`config.mk`:
```
export PLATFORM = sky130hd
export DESIGN_NAME = ecc_secded_check
export DESIGN_NICKNAME = d
export VERILOG_FILES = /design/src/rtl/ecc_secded_check.sv
export SDC_FILE = /design/constraint.sdc
export NUM_CORES = 1
export LEC_CHECK = 0
export BUFFER_PORTS_ARGS = -buffer_cell sky130_fd_sc_hd__buf_2
export CORE_ASPECT_RATIO = 1.4
export CORE_MARGIN = 10
export CORE_UTILIZATION = 60
export CTS_CLUSTER_SIZE = 30
export DETAILED_ROUTE_END_ITERATION = 10
export PLACE_DENSITY = 0.86
export SLEW_MARGIN = 0
export SYNTH_ARGS = -nofsm -noshare
export SYNTH_HDL_FRONTEND = slang
export SYNTH_SLANG_ARGS = --single-unit
```
`constraint.sdc`:
```
create_clock -name clk -period 4.5 [get_ports clk]
set_input_delay 0.9 -clock clk [delete_from_list [all_inputs] [get_ports clk]]
set_output_delay 0.9 -clock clk [all_outputs]
set_load 0.01 [all_outputs]
```
`src/rtl/ecc_secded_check.sv`:
```
// Pipelined SECDED checker/corrector for SRAM read data: S1 recomputes the syndrome
// and overall parity, S2 corrects single data-bit errors, classifies and counts.
module ecc_secded_check #(
  parameter int DATA_W = 128,
  parameter int CNT_W  = 16,
  localparam int HAM_W = $clog2(DATA_W + 1 + $clog2(DATA_W + 1)),
  localparam int CHK_W = HAM_W + 1
) (
  input  logic              clk,
  input  logic              rst,
  input  logic              in_valid,
  output logic              in_ready,
  input  logic [DATA_W-1:0] in_data,
  input  logic [CHK_W-1:0]  in_code,
  output logic              out_valid,
  input  logic              out_ready,
  output logic [DATA_W-1:0] out_data,
  output logic [HAM_W-1:0]  out_syndrome,
  output logic              out_sec,
  output logic              out_ded,
  output logic [CNT_W-1:0]  cnt_sec,
  output logic [CNT_W-1:0]  cnt_ded,
  input  logic              cnt_clr
);

  localparam int N_POS = DATA_W + HAM_W;
  localparam logic [HAM_W-1:0] MAX_POS = HAM_W'(N_POS);
  localparam logic [CNT_W-1:0] CNT_MAX = '1;

  // Data bits occupy the non-power-of-two codeword positions in ascending order.
  function automatic logic [DATA_W-1:0] ham_mask(input int bit_i);
    logic [DATA_W-1:0] m;
    int j;
    m = '0;
    j = 0;
    for (int q = 1; q <= N_POS; q++) begin
      if ((q & (q - 1)) != 0) begin
        m[j] = ((q >> bit_i) & 1) != 0;
        j++;
      end
    end
    return m;
  endfunction

  function automatic logic [HAM_W-1:0] data_pos(input int idx);
    logic [HAM_W-1:0] p;
    int j;
    p = '0;
    j = 0;
    for (int q = 1; q <= N_POS; q++) begin
      if ((q & (q - 1)) != 0) begin
        if (j == idx) p = HAM_W'(q);
        j++;
      end
    end
    return p;
  endfunction

  logic              s1_valid_q, s1_pe_q;
  logic [DATA_W-1:0] s1_data_q;
  logic [HAM_W-1:0]  s1_syn_q;
  logic              s2_valid_q, s2_sec_q, s2_ded_q;
  logic [DATA_W-1:0] s2_data_q;
  logic [HAM_W-1:0]  s2_syn_q;
  logic [CNT_W-1:0]  cnt_sec_q, cnt_ded_q, cnt_sec_d, cnt_ded_d;

  logic [HAM_W-1:0]  syn_d;
  logic              pe_d;
  logic [DATA_W-1:0] flip;
  logic [DATA_W-1:0] s2_data_d;
  logic              s2_sec_d, s2_ded_d, syn_in_range;
  logic              s1_adv, s2_adv, deliver;

  // Handshake: a word moves on a cycle where valid && ready are both high at the
  // rising edge; a stage loads whenever it is empty or the stage after it drains.
  assign s2_adv   = !s2_valid_q || out_ready;
  assign s1_adv   = !s1_valid_q || s2_adv;
  assign in_ready = s1_adv;
  assign deliver  = s2_valid_q && out_ready;

  for (genvar i = 0; i < HAM_W; i++) begin : g_syn
    localparam logic [DATA_W-1:0] MASK = ham_mask(i);
    assign syn_d[i] = in_code[i] ^ (^(in_data & MASK));
  end
  assign pe_d = (^in_data) ^ (^in_code);

  for (genvar j = 0; j < DATA_W; j++) begin : g_flip
    localparam logic [HAM_W-1:0] POS = data_pos(j);
    assign flip[j] = s1_pe_q && (s1_syn_q == POS);
  end

  // With odd parity any in-range syndrome (including 0 and powers of two) is one error.
  assign syn_in_range = (s1_syn_q <= MAX_POS);
  assign s2_data_d    = s1_data_q ^ flip;
  assign s2_sec_d     = s1_pe_q && syn_in_range;
  assign s2_ded_d     = (s1_pe_q && !syn_in_range) || (!s1_pe_q && (s1_syn_q != '0));

  always_ff @(posedge clk) begin
    if (rst) begin
      s1_valid_q <= 1'b0;
      s1_pe_q    <= 1'b0;
      s1_data_q  <= '0;
      s1_syn_q   <= '0;
    end else if (s1_adv) begin
      s1_valid_q <= in_valid;
      if (in_valid) begin
        s1_data_q <= in_data;
        s1_syn_q  <= syn_d;
        s1_pe_q   <= pe_d;
      end
    end
  end

  always_ff @(posedge clk) begin
    if (rst) begin
      s2_valid_q <= 1'b0;
      s2_sec_q   <= 1'b0;
      s2_ded_q   <= 1'b0;
      s2_data_q  <= '0;
      s2_syn_q   <= '0;
    end else if (s2_adv) begin
      s2_valid_q <= s1_valid_q;
      if (s1_valid_q) begin
        s2_data_q <= s2_data_d;
        s2_syn_q  <= s1_syn_q;
        s2_sec_q  <= s2_sec_d;
        s2_ded_q  <= s2_ded_d;
      end
    end
  end

  always_comb begin
    cnt_sec_d = cnt_sec_q;
    cnt_ded_d = cnt_ded_q;
    if (cnt_clr) begin
      cnt_sec_d = '0;
      cnt_ded_d = '0;
    end else if (deliver) begin
      if (s2_sec_q && (cnt_sec_q != CNT_MAX)) cnt_sec_d = cnt_sec_q + 1'b1;
      if (s2_ded_q && (cnt_ded_q != CNT_MAX)) cnt_ded_d = cnt_ded_q + 1'b1;
    end
  end

  always_ff @(posedge clk) begin
    if (rst) begin
      cnt_sec_q <= '0;
      cnt_ded_q <= '0;
    end else begin
      cnt_sec_q <= cnt_sec_d;
      cnt_ded_q <= cnt_ded_d;
    end
  end

  assign out_valid    = s2_valid_q;
  assign out_data     = s2_data_q;
  assign out_syndrome = s2_syn_q;
  assign out_sec      = s2_sec_q;
  assign out_ded      = s2_ded_q;
  assign cnt_sec      = cnt_sec_q;
  assign cnt_ded      = cnt_ded_q;

endmodule

```
==> summary.md <==
| Metric | Value |
|---|---|
| Largest net degree at the start of global routing | `132` |
| CTS H-tree depth | `1` |
| Hold Path Class | `flip-flop to flip-flop` |
| Most common cell in the netlist | `nand2_1` |
| Area Overhead vs Synth | `17.98%` |
| Final net count | `approximately 2200` |
| Synth area leaders | `dfxtp_1 40%, xnor2_1 12%, nand2_1 8.6%` |
| Setup TNS | `0 ns` |
| CTS buffer count | `31` |
| Std cell rows | `69` |
| Synthesized flop and latch total | `between 300 and 400` |
| Ratio of cells with drive above 1 in the final layout | `19.20%` |
| Placed cell count | `roughly 2400` |
| Sequential cell area | `between 0.006 and 0.007 mm^2` |
| Worst Tran Pin Value | `1.214 ns` |
| IO buf count | `~310` |
| Worst setup SP type | `flip-flop` |
| Sw Ratio | `31.47%` |
| Filler instances | `about 2000` |
| Routed wire per std cell | `21.80 um` |
| Routed WL | `about 53000 um` |
| Via-to-Cell Ratio | `between 5 and 6` |
| Post-synthesis cell area | `0.01530 mm^2` |
| Clock Skew | `approximately 0.016 ns` |
| Clock group share of total power | `between 30 and 40%` |
| Tcrit/Tclk final | `about two thirds` |
| Via count | `approximately 14000` |
| DP Worst Slack | `1.328 ns` |
| Final Setup Violations | `0` |
| Die area | `between 0.03 and 0.04 mm^2` |
| Net Count, Synth | `1985` |
| Fin crit period | `approximately 3.0 ns` |
| Synthesized area per cell | `~8.3 um^2` |
| CTS root buffer | `clkbuf_16` |
| Vias in the first global route | `around 14000` |
| Mapped Cells | `roughly 1800` |
| Seq pwr share | `a little under two fifths` |
| Pins over their slew limit | `0` |
| Share of the synthesized area in the top cell type | `between 40% and 50%` |
| GR Overflow Total | `0` |
| P_sw | `about 2600 uW` |
| Die H | `about 210 um` |
| # hold bufs at CTS | `0` |
| Worst-Skew Late Latency | `0.57 ns` |
| Final WS setup | `1.479 ns` |
| Global-route wire length before repair | `79080 um` |
| Maxcap violations | `0` |
| Lkg Pwr | `0.006984 uW` |
| Ys async rst share | `0%` |
| Element type at the critical path end | `flip-flop` |
| Unique cell type count in the Yosys netlist | `41` |
| DRT antenna net count | `0` |
| Post-synth EDFFs | `0` |
| Initial antenna violation count | `6` |
| Setup Fix Bufs, Post-CTS | `0` |
| Max Fclk | `~0.33 GHz` |
| Endpoints failing hold | `0` |
| CTS max path bufs | `3` |
| CP required | `between 4 and 5 ns` |
| Sink Count | `309` |
| Post-Layout Cell Count | `2416` |
| Clock transition at path regs | `about 0.060 ns` |
| Synth cell count leaders | `349 x nand2_1, 309 x dfxtp_1, 216 x xnor2_1` |
| CTS tree | `built` |
| Status | `complete, no violations` |
| Core area | `0.02530 mm^2` |
| Cell Int Power | `between 5000 and 6000 uW` |
| Width of the die | `155.0 um` |
| DRC Markers | `0` |
| Peak supply drop | `between 0.4 and 0.5 mV` |
| Main synth FF type | `dfxtp_1` |
| Unrepaired setup endpoints after global routing | `no` |
| Total GRT Usage | `a little under a third` |
| CP Class | `flip-flop to flip-flop` |
| Hold WS | `0.4641 ns` |
| Comb pwr share | `between 30% and 40%` |
| Maximum fanout along the worst path | `18` |
| Pre-Repair DR Iteration Count | `6` |
| Routability Congestion | `between 0.9 and 1` |
| Drt initial violations | `1105` |
| Crit path DAT | `approximately 3.5 ns` |
| Seq/Total Area, Yosys | `40.43%` |
| Ys Warns | `0` |
| Initial Util | `around three fifths` |
| Slew margin rel. | `between 10% and 20%` |
| DPL Wire Length | `about 38000 um` |
| IO Pins | `~310` |
| Post-cts sizing count | `0` |
| Multi-input logic area | `0.008617 mm^2` |
| Leading area contributor after synthesis | `dfxtp_1` |
| Power Dens Cells | `roughly 460 mW/mm^2` |
==> power groups by stage <==
stage,Combinational (uW),Clock [uW],Sequential [uW]
finish,2530,2740,3110
global route,2700,2850,3130
CTS,2510,2750,3100
detailed placement,2500,0,3160
global placement,2440,0,3150
floorplan,1890,0,3110
==> area by class of cell <==
cell class | instances | share of cell area, %
diodes | 3 | 0.04159
clock buffers | 46 | 5.053
clock inverters | 10 | 0.9149
inverters | 5 | 0.1040
multi-input cells | 1395 | 47.74
flip-flops and latches | 309 | 34.27
well taps | 319 | 2.211
repair buffers | 329 | 9.669
==> per-layer routing <==
metal / track usage (%) / wire length [um]
met3: 5.795 / 4351
met4: 19.75 / 3554
met5: 0 / 23
met1: 33.18 / 18470
met2: 53.29 / 26270
==> layout by cell type, fill, tap and decap left out, types with 2 or more instances in the layout <==
master and count:
buf_4 12, or3_1 87, bufinv_16 4, nor2b_1 10, ha_1 2, xnor3_1 14, o21ai_0 85, a311oi_1 85
nor2_1 182, clkinv_4 2, nand2_1 348, clkbuf_1 7, clkbuf_16 31, nand4_1 9, and2_1 2, xnor2_1 216
and4_1 2, nor3_1 7, a211oi_1 49, buf_2 312, clkinvlp_4 3, mux2i_1 3, a21oi_1 142, diode_2 3
buf_12 4, inv_1 5, nand3_1 19, xor2_1 93, dfxtp_1 309, and3_1 3, xnor2_2 14, clkbuf_8 9
nand2b_1 5
==> cells by family (layout without fill, tap and decap cells) <==
family                   after synthesis  after routing  share of synthesized area, %
AND/OR/NAND/NOR                      685            685                         19.22
flip-flops                           309            309                         40.43
XOR/XNOR                             339            339                         21.57
AO/OA/AOI/OAI                        366            366                         14.98
buffers and inverters                137            390                         3.435
other                                  0              3                             0
multiplexers                           3              3                        0.1963
adder cells (fa/ha/maj)                2              2                        0.1635
==> worst paths after layout <==
kind / startpoint / to / slack, ns / depth (start not counted)
worst min-delay path: s1_data_q[48]$_SDFFE_PP0P_ / s1_data_q[48]$_SDFFE_PP0P_ / 0.46 / 2
worst min register to register: s1_data_q[48]$_SDFFE_PP0P_ / s1_data_q[48]$_SDFFE_PP0P_ / 0.46 / 2
worst max register to register: s1_pe_q$_SDFFE_PP0P_ / out_data[94]$_SDFFE_PP0P_ / 1.48 / 5
worst max-delay path: s1_pe_q$_SDFFE_PP0P_ / out_data[94]$_SDFFE_PP0P_ / 1.48 / 5
==> metrics by stage <==
step                util [%]  power [uW]  area (um^2)
CTS                    71.33        8374        18040
global placement       67.07        5596        16970
global route           71.36        8682        18050
floorplan                  -        4999        15300
finish                 71.36        8385        18050
detailed placement     67.07        5664        16970
==> flip-flops by register name, summed over array words and instances (netlist names) <==
signal        cells
out_data        128
s1_data_q       128
cnt_ded          16
cnt_sec          16
out_syndrome      8
s1_syn_q          8
out_ded           1
out_sec           1
out_valid         1
s1_pe_q           1
s1_valid_q        1
==> worst max-delay path, cell delays in order (launching register included) <==
cell and delay [ns]:
dfxtp_1 0.47, or3b_2 0.53, inv_1 0.09, nand3_1 0.84, or3_1 0.68, a311oi_1 0.31
(Power assumes the default switching activity.)
